### src/rtl/vtage_pkg.sv
// Shared types and default sizing for the VTAGE value-table write path.
package vtage_pkg;

  localparam int unsigned VT_STORAGE_SIZE = 2048;
  localparam int unsigned VT_DATA_WIDTH   = 32;
  localparam int unsigned VT_QUEUE_DEPTH  = 8;
  localparam int unsigned VT_ADDR_WIDTH   = $clog2(VT_STORAGE_SIZE);

  typedef struct packed {
    logic [VT_ADDR_WIDTH-1:0] addr;
    logic [VT_DATA_WIDTH-1:0] data;
  } vt_update_t;

  typedef enum logic {
    INIT = 1'b0,
    RUN  = 1'b1
  } vt_wr_state_e;

endpackage

### src/rtl/vtage_update_fifo.sv
// Two-in/two-out circular queue of packed {addr, data} updates, oldest entry at head.
module vtage_update_fifo #(
  parameter int unsigned Depth = 8,
  parameter int unsigned Width = 43,
  localparam int unsigned IdxW = $clog2(Depth),
  localparam int unsigned CntW = $clog2(Depth) + 1
) (
  input  logic             clk,
  input  logic             rst,
  input  logic             flush,
  input  logic             push_a,
  input  logic             push_b,
  input  logic [Width-1:0] din_a,
  input  logic [Width-1:0] din_b,
  input  logic             drain,
  output logic [Width-1:0] head,
  output logic [Width-1:0] head_next,
  output logic [CntW-1:0]  count,
  output logic [1:0]       pop_cnt,
  output logic             ready
);

  logic [Width-1:0] mem_q [Depth];
  logic [IdxW-1:0]  head_q, tail_q, tail_b;
  logic [CntW-1:0]  count_q;
  logic [1:0]       push_cnt;

  always_comb begin
    push_cnt = {1'b0, push_a} + {1'b0, push_b};
    // b lands right behind a when both arrive, otherwise it takes the tail itself
    tail_b   = push_a ? tail_q + 1'b1 : tail_q;
    if (!drain) begin
      pop_cnt = 2'd0;
    end else if (count_q >= CntW'(2)) begin
      pop_cnt = 2'd2;
    end else begin
      pop_cnt = count_q[1:0];
    end
  end

  always_ff @(posedge clk or posedge rst) begin
    if (rst) begin
      head_q  <= '0;
      tail_q  <= '0;
      count_q <= '0;
      for (int i = 0; i < Depth; i++) begin
        mem_q[i] <= '0;
      end
    end else if (flush) begin
      head_q  <= '0;
      tail_q  <= '0;
      count_q <= '0;
    end else begin
      if (push_a) mem_q[tail_q] <= din_a;
      if (push_b) mem_q[tail_b] <= din_b;
      tail_q  <= tail_q + IdxW'(push_cnt);
      head_q  <= head_q + IdxW'(pop_cnt);
      count_q <= count_q + CntW'(push_cnt) - CntW'(pop_cnt);
    end
  end

  assign head      = mem_q[head_q];
  assign head_next = mem_q[head_q + 1'b1];
  assign count     = count_q;
  assign ready     = (count_q <= CntW'(Depth - 2));

endmodule

### src/rtl/vtage_vt_writer.sv
// VTAGE value-table write front end: zeroing sweep after reset, then in-order drain of
// queued training updates onto the table's two write ports.
module vtage_vt_writer
  import vtage_pkg::*;
#(
  parameter int unsigned P_STORAGE_SIZE = VT_STORAGE_SIZE,
  parameter int unsigned P_DATA_WIDTH   = VT_DATA_WIDTH,
  parameter int unsigned P_QUEUE_DEPTH  = VT_QUEUE_DEPTH,
  localparam int unsigned LP_ADDRESS_WIDTH = $clog2(P_STORAGE_SIZE),
  localparam int unsigned LP_CNT_WIDTH     = $clog2(P_QUEUE_DEPTH) + 1
) (
  input  logic                        clk_i,
  input  logic                        rst_i,
  input  logic                        init_req_i,
  input  logic                        upa_valid_i,
  input  logic [LP_ADDRESS_WIDTH-1:0] upa_addr_i,
  input  logic [P_DATA_WIDTH-1:0]     upa_data_i,
  input  logic                        upb_valid_i,
  input  logic [LP_ADDRESS_WIDTH-1:0] upb_addr_i,
  input  logic [P_DATA_WIDTH-1:0]     upb_data_i,
  output logic                        up_ready_o,
  output logic                        wra_valid_o,
  output logic [LP_ADDRESS_WIDTH-1:0] wra_addr_o,
  output logic [P_DATA_WIDTH-1:0]     wra_data_o,
  output logic                        wrb_valid_o,
  output logic [LP_ADDRESS_WIDTH-1:0] wrb_addr_o,
  output logic [P_DATA_WIDTH-1:0]     wrb_data_o,
  output logic                        init_done_o,
  output logic [LP_CNT_WIDTH-1:0]     count_o
);

  localparam int unsigned EntryW = LP_ADDRESS_WIDTH + P_DATA_WIDTH;

  vt_wr_state_e                state_q, state_d;
  logic [LP_ADDRESS_WIDTH-1:0] ptr_q, ptr_d;

  logic              ready;
  logic              push_a, push_b;
  logic              drain;
  logic [1:0]        pop_cnt;
  logic [EntryW-1:0] head, head_next;

  logic [LP_ADDRESS_WIDTH-1:0] head_addr, next_addr;
  logic [P_DATA_WIDTH-1:0]     head_data, next_data;

  assign push_a = upa_valid_i & ready;
  assign push_b = upb_valid_i & ready;
  // A re-init request wipes the queue, so nothing from it is written that cycle either
  assign drain  = (state_q == RUN) & ~init_req_i;

  vtage_update_fifo #(
    .Depth (P_QUEUE_DEPTH),
    .Width (EntryW)
  ) u_fifo (
    .clk       (clk_i),
    .rst       (rst_i),
    .flush     (init_req_i),
    .push_a    (push_a),
    .push_b    (push_b),
    .din_a     ({upa_addr_i, upa_data_i}),
    .din_b     ({upb_addr_i, upb_data_i}),
    .drain     (drain),
    .head      (head),
    .head_next (head_next),
    .count     (count_o),
    .pop_cnt   (pop_cnt),
    .ready     (ready)
  );

  assign head_addr = head[P_DATA_WIDTH +: LP_ADDRESS_WIDTH];
  assign head_data = head[P_DATA_WIDTH-1:0];
  assign next_addr = head_next[P_DATA_WIDTH +: LP_ADDRESS_WIDTH];
  assign next_data = head_next[P_DATA_WIDTH-1:0];

  always_comb begin
    state_d = state_q;
    ptr_d   = ptr_q;
    if (init_req_i) begin
      state_d = INIT;
      ptr_d   = '0;
    end else if (state_q == INIT) begin
      ptr_d = ptr_q + LP_ADDRESS_WIDTH'(2);
      if (ptr_q == LP_ADDRESS_WIDTH'(P_STORAGE_SIZE - 2)) begin
        state_d = RUN;
      end
    end
  end

  always_ff @(posedge clk_i or posedge rst_i) begin
    if (rst_i) begin
      state_q <= INIT;
      ptr_q   <= '0;
    end else begin
      state_q <= state_d;
      ptr_q   <= ptr_d;
    end
  end

  always_comb begin
    wra_valid_o = 1'b0;
    wra_addr_o  = '0;
    wra_data_o  = '0;
    wrb_valid_o = 1'b0;
    wrb_addr_o  = '0;
    wrb_data_o  = '0;
    if (state_q == INIT) begin
      // Sweep pair is held off while reset is asserted so the table sees no writes
      if (!rst_i) begin
        wra_valid_o = 1'b1;
        wra_addr_o  = ptr_q;
        wrb_valid_o = 1'b1;
        wrb_addr_o  = ptr_q + 1'b1;
      end
    end else begin
      wra_addr_o  = head_addr;
      wra_data_o  = head_data;
      wrb_addr_o  = next_addr;
      wrb_data_o  = next_data;
      wrb_valid_o = (pop_cnt == 2'd2);
      // Same-address pair: only the younger (port b) value is written
      wra_valid_o = (pop_cnt != 2'd0) && !((pop_cnt == 2'd2) && (head_addr == next_addr));
    end
  end

  assign up_ready_o  = ready;
  assign init_done_o = (state_q == RUN);

endmodule
### config.mk
export PLATFORM = sky130hd
export DESIGN_NAME = vtage_vt_writer
export DESIGN_NICKNAME = d
export VERILOG_FILES = /design/src/rtl/vtage_pkg.sv /design/src/rtl/vtage_update_fifo.sv /design/src/rtl/vtage_vt_writer.sv
export SDC_FILE = /design/constraint.sdc
export NUM_CORES = 2
export LEC_CHECK = 0
export ABC_AREA = 1
export CAP_MARGIN = 20
export CORE_MARGIN = 2
export CORE_UTILIZATION = 25
export CTS_CLUSTER_DIAMETER = 200
export DETAILED_ROUTE_END_ITERATION = 8
export PLACE_DENSITY = 0.47
export SLEW_MARGIN = 0
export SYNTH_ARGS = -nofsm -noshare
export SYNTH_HDL_FRONTEND = slang
export SYNTH_HIERARCHICAL = 1
export SYNTH_SLANG_ARGS = --single-unit
### constraint.sdc
create_clock -name clk_i -period 15 [get_ports clk_i]
set_input_delay 1.5 -clock clk_i [delete_from_list [all_inputs] [get_ports clk_i]]
set_output_delay 1.5 -clock clk_i [all_outputs]
set_load 0.02 [all_outputs]
After elaboration in Yosys (flattened, before gate mapping) --
Cells that the tools add are included.
Storage, ports and cells: flip-flop bits (word level) 366, input port bits 91, output and inout port bits 94, word-level logic and storage cells 83
Cells by class: $add $sub $neg 9, magnitude comparators 8, eq/ne operators 4, muxes and demuxes 35, bitwise logic cells 8, reductions and logical operators 6
Operators with widths (count):
- 344-bit two-way mux | 3
- 344-bit bitwise mux | 2
- 43-bit binary-select mux with 3-bit select | 2
- 43-bit demux with 3-bit select | 2
- 43-bit two-way mux | 6
- 11-bit two-way mux | 6
- 32-bit two-way mux | 2
- 4-bit greater-or-equal comparator (second input constant) | 4
- 3-bit inverter with 4-bit output | 4
- 11-bit by 1-bit adder with 11-bit output (second input constant) | 1
- 11-bit by 2-bit adder with 11-bit output (second input constant) | 1
- 11-bit == test | 1
- 11-bit == test (second input constant) | 1
- 3-bit two-way mux | 3
- 4-bit by 1-bit less-than comparator with 1-bit output (second input constant) | 2
- 3-bit by 1-bit adder with 3-bit output (second input constant) | 2
- 3-bit by 2-bit adder with 3-bit output | 2
- 1-bit two-way mux | 6
- 4-bit by 2-bit adder with 4-bit output | 1
- 4-bit by 2-bit greater-or-equal comparator with 1-bit output (second input constant) | 1
- 4-bit by 3-bit less-or-equal comparator with 1-bit output (second input constant) | 1
- 1-bit logical AND | 4
- 2-bit two-way mux | 2
- 4-bit two-way mux | 1
- 8 further kinds | 10

Logic depth before layout (Yosys ltp) --
depth in word-level cells 10, gate-level depth with buffers 18, gate-level depth less buffers 16

Modules after synthesis --
The synthesis kept the hierarchy.
Modules (own cells, without submodules):
- vtage_update_fifo | times used 1, cells an instance 5216, area each 29784.8 um2, sequential area each 8858.5 um2
- vtage_vt_writer | times used 1, cells an instance 309, area each 1539.0 um2, sequential area each 275.3 um2

Least setup slack after synthesis --
OpenSTA, ideal clock, no wires.
path type in2out, from input init_req_i, to output wrb_valid_o, arrival 2.501 ns, required time 13.500 ns, slack 10.999 ns, stages 5, buffers on the path 0, cell sequence nor2_1 > inv_1 > a21oi_1 > nand2_1 > o21ai_0
Between the ends: longest elaborated chain between the ends 5
RTL lines:
- start, declared | line vtage_vt_writer.sv:14 | input logic init_req_i,
- 1-bit inverter | line vtage_vt_writer.sv:49 | assign drain = (state_q == RUN) & ~init_req_i;
- 1-bit AND | line vtage_vt_writer.sv:49
- 2-bit two-way mux | line vtage_update_fifo.sv:32 | if (!drain) begin
- net pop_cnt[1] | line vtage_vt_writer.sv:40 | logic [1:0] pop_cnt;
- 2-bit == test | line vtage_vt_writer.sv:119 | wrb_valid_o = (pop_cnt == 2'd2);
- 1-bit two-way mux | line vtage_vt_writer.sv:106 | if (state_q == INIT) begin
- end, declared | line vtage_vt_writer.sv:25 | output logic wrb_valid_o,
The timed path passes the listed nets, and every way through them passes these cells.

Final worst setup path --
from register u_fifo.head_q[0], to output wra_valid_o
Between the ends: longest elaborated chain between the ends 10
RTL lines:
- start, declared | line vtage_update_fifo.sv:24 | logic [IdxW-1:0] head_q, tail_q, tail_b;
- start signal, assigned | line vtage_update_fifo.sv:57 | head_q <= head_q + IdxW'(pop_cnt);
- 3-bit by 1-bit adder with 3-bit output | line vtage_update_fifo.sv:63 | assign head_next = mem_q[head_q + 1'b1];
- 3-bit inverter with 4-bit output (implied by the code) | line vtage_update_fifo.sv:63
- 43-bit binary-select mux with 3-bit select | line vtage_update_fifo.sv:63
- 43-bit two-way mux (implied by the code) (2 in a row) | line vtage_update_fifo.sv:63
- net head_next[42] | line vtage_vt_writer.sv:41 | logic [EntryW-1:0] head, head_next;
- 11-bit == test | line vtage_vt_writer.sv:121 | wra_valid_o = (pop_cnt != 2'd0) && !((pop_cnt == 2'd2) && (head_addr == next_addr));
- 1-bit logical AND | line vtage_vt_writer.sv:121
- 1-bit zero test | line vtage_vt_writer.sv:121
- 1-bit logical AND | line vtage_vt_writer.sv:121
- 1-bit two-way mux | line vtage_vt_writer.sv:106
- end, declared | line vtage_vt_writer.sv:22 | output logic wra_valid_o,
The timed path passes the listed nets, and every way through them passes these cells. The select of a mux whose other input is x is not followed.

==> impl_metrics.ini <==
[outcome]
status = completed

[floorplan]
fp.coreArea_sq_mm = 0.1240
die_h_um = 358.0
row_count = 129
die_x_um = 358.0
die-area_sq_mm = 0.1281
ios = 185
start_util_pct = 25.27

[logic_synthesis]
syn_inst = 5525
synth_xor_xnor_area_share_pct = 0.08388
synth.area.top_cells = dfrtp_1, nand2_1, nand3_1
synth.net_count = 5632
netlist-cell-type-count = 32
synth.mux.area_fraction_pct = 0
ys_seq_area_share_pct = 29.16
synth-simple-area-share_pct = 42.86
ys_ff_latch = 365
syn_area_sq_mm = 0.03132
synthAdderAreaFrac_pct = 0.7350
ys_warn_count = 6
syn_avg_cell_area_sq_um = 5.669
synth_flop_cell = dfrtp_1
synth_compound_area_share_pct = 12.97
async_flop_share_pct = 100.0
synth_edf_count = 0
synth_top_area_share_pct = 29.16
synth_top_area_cell = dfrtp_1
synth_top_family_by_area = simple AND/OR/NAND/NOR gates

[timing]
whs_ns = 0.5029
min_period_ns = 6.899
slew_violations = 0
worstMarginPinSlew_ns = 1.192
rsz0062_at_grt = no
skew_ns = 0.02879
max_slew_margin_pct = 20.33
finalSetupTns_ns = 0
setup_slack_ns = 8.101
setup_viol = 0
max_freq_mhz = 144.9
final_hold_viol_count = 0
post-route-period-util_pct = 45.99

[clock_network]
cts_buffer_depth = 3
htree_levels = 2
cts.sinks = 365
cts_setup_buffers = 0
insertion_delay_ns = 0.63
cts_resized = 0
postCtsHoldBufs = 0
clk_pin_slew_worst_paths_ns = 0.06
cts_buffers = 48
root_buffer = clkbuf_16
cts_tree = built

[layout]
layout.cells.non_filler = 7038
postLayoutCoreUtil_pct = 28.56
fin_area_sq_mm = 0.03540
syn_to_final_growth_pct = 13.01
nets = 5473
layout-drive-gt1-share_pct = 3.574
fillers = 13934

[grt]
grt_usage_pct = 22.45
grt_pass1_vias = 32865
antenna_found_initial = 1
grt_max_degree = 263
grt_pass1_wl_um = 220400
grt-ovfl-total = 0

[route]
finalWirelength_um = 147700
drt-initial-drc-count = 3555
routedWlPerCell_um = 20.99
antenna_left = 0
route.detailed.drc = 0
dr_total_vias = 35303
drt-vias-per-instance = 5.016
drt_pass1_iterations = 6

[placed_design]
postPlaceCellArea_sq_mm = 0.03391
dp_hpwl_um = 81750
placedCellCount = 6953
globalplace.congestion = 0.8057
portBuffers = 184
pre_cts_slack_ns = 8.563

[critical_path]
start_kind = register
crit_required_ns = 13.50
end_kind = output port
cp.arrival_ns = 5.40
worst-setup-path-type = reg2out
cp_max_fo = 262

[worst_hold_path]
hold_path_class = reg2reg

[pwr]
leakagePower_nw = 18.79
ir_drop_mv = 0.1104
power_density_mw_per_mm2 = 162.9
totalPowerFinal_mw = 5.767

[flow_run]
cap_violations = 0
flip-flops by register name, indices dropped and copies added (netlist names):
name and cells:
init_done_o 1, u_fifo/head_q 3, u_fifo/mem_q 344, ptr_q 10
u_fifo/tail_q 3, u_fifo/count 4
worst max-delay path: stages (launching register included):
cell             delay [ns]
dfrtp_4                0.79
buf_4                  0.81
inv_8                  0.44
buf_12                 0.43
a21oi_1                0.28
o21ai_0                0.09
o21ai_0                0.11
nor2_1                 0.05
nor2_1                 0.35
inv_1                  0.10
nand2_1                0.07
nand2_1                0.05
nor2_1                 0.09
nand2_1                0.06
nor2_1                 0.10
nand2_1                0.07
nand2_1                0.06
nand2_1                0.04
clkdlybuf4s50_1        0.53
layout make-up:
| cell class | count | area, sq um | share of cell area (%) |
|---|---|---|---|
| tap | 1637 | 2048 | 5.786 |
| inverter | 655 | 2481 | 7.009 |
| multi-input combinational | 4049 | 17870 | 50.49 |
| sequential | 365 | 9146 | 25.84 |
| timing repair buffer | 247 | 2357 | 6.659 |
| clock inverter | 9 | 47.55 | 0.1343 |
| antenna | 1 | 2.502 | 0.007069 |
| clock buffer | 75 | 1444 | 4.079 |
Yosys cell counts (2+ instances only):
cell         n
o21ai_1      2
clkinv_1     5
nor2_4       2
clkbuf_1   224
a21oi_1    225
nor2_2       7
inv_1      646
buf_1       20
ha_1        12
buf_4        4
fa_1         4
dfrtp_1    365
nand3_1    908
nor2_1     286
o21a_1      43
o22ai_1     16
xor2_1       2
a21oi_2      2
nand4_1      3
inv_2        4
buf_2      168
a21oi_4      2
nand2_1   2031
nand2_2      7
clkbuf_2    40
o21ai_0    487
nor3_1       2
nand3_2      4
layer usage:
metal  vias to the layer above  wire length (um)  GRT usage [%]
met1                     16759             64590          29.97
met4                         0              4407          6.577
met5                         -                 0              0
li1                      17007                 -              -
met2                      1297             69860          38.07
met3                       240              8849          2.422
power by group:
part	internal, mW	leakage (nW)	switching [mW]	total, mW
Combinational	0.876	13.3	1.91	2.79
Clock	0.655	0.738	0.517	1.17
Sequential	1.39	4.79	0.411	1.80
Total	2.92	18.8	2.84	5.77
worst paths after layout:
kind                             startpoint                 to  slack [ns]  cells after the start
min in group asynchronous             rst_i           ptr_q[4]        1.39                      2
hold reg to reg             u_fifo/mem_q[6]    u_fifo/mem_q[6]        0.50                      2
max in group asynchronous             rst_i   u_fifo/head_q[1]       11.46                      4
setup / recovery           u_fifo/head_q[0]        wra_valid_o        8.10                     18
hold / removal              u_fifo/mem_q[6]    u_fifo/mem_q[6]        0.50                      2
setup reg to reg            u_fifo/count[0]  u_fifo/mem_q[213]        9.45                     15
kinds of logic after synthesis:
| group | after synthesis |
|---|---|
| xor gates and xnor gates | 3 |
| and+or+nand+nor | 3251 |
| adders and majority gates | 16 |
| AOI/OAI and AO/OA | 779 |
| buffers and inverters | 1111 |
| DFF | 365 |
cell usage in the layout, fill, tap and decap left out, types with 4 or more instances in the layout:
cell	Yosys	routed
o21a_1	43	43
clkinv_2	0	8
a21oi_1	225	225
clkdlybuf4s50_1	0	183
clkbuf_1	224	14
clkbuf_16	0	49
o22ai_1	16	16
nand3_2	4	4
nand2_1	2031	2017
nand3_1	908	908
fa_1	4	4
o21ai_0	487	487
nor2_1	286	282
clkbuf_8	0	12
dfrtp_1	365	361
nand2_2	7	21
inv_1	646	644
ha_1	12	11
inv_2	4	6
nor2_4	2	11
buf_4	4	60
Note: power is estimated with default switching activity, not from simulation.
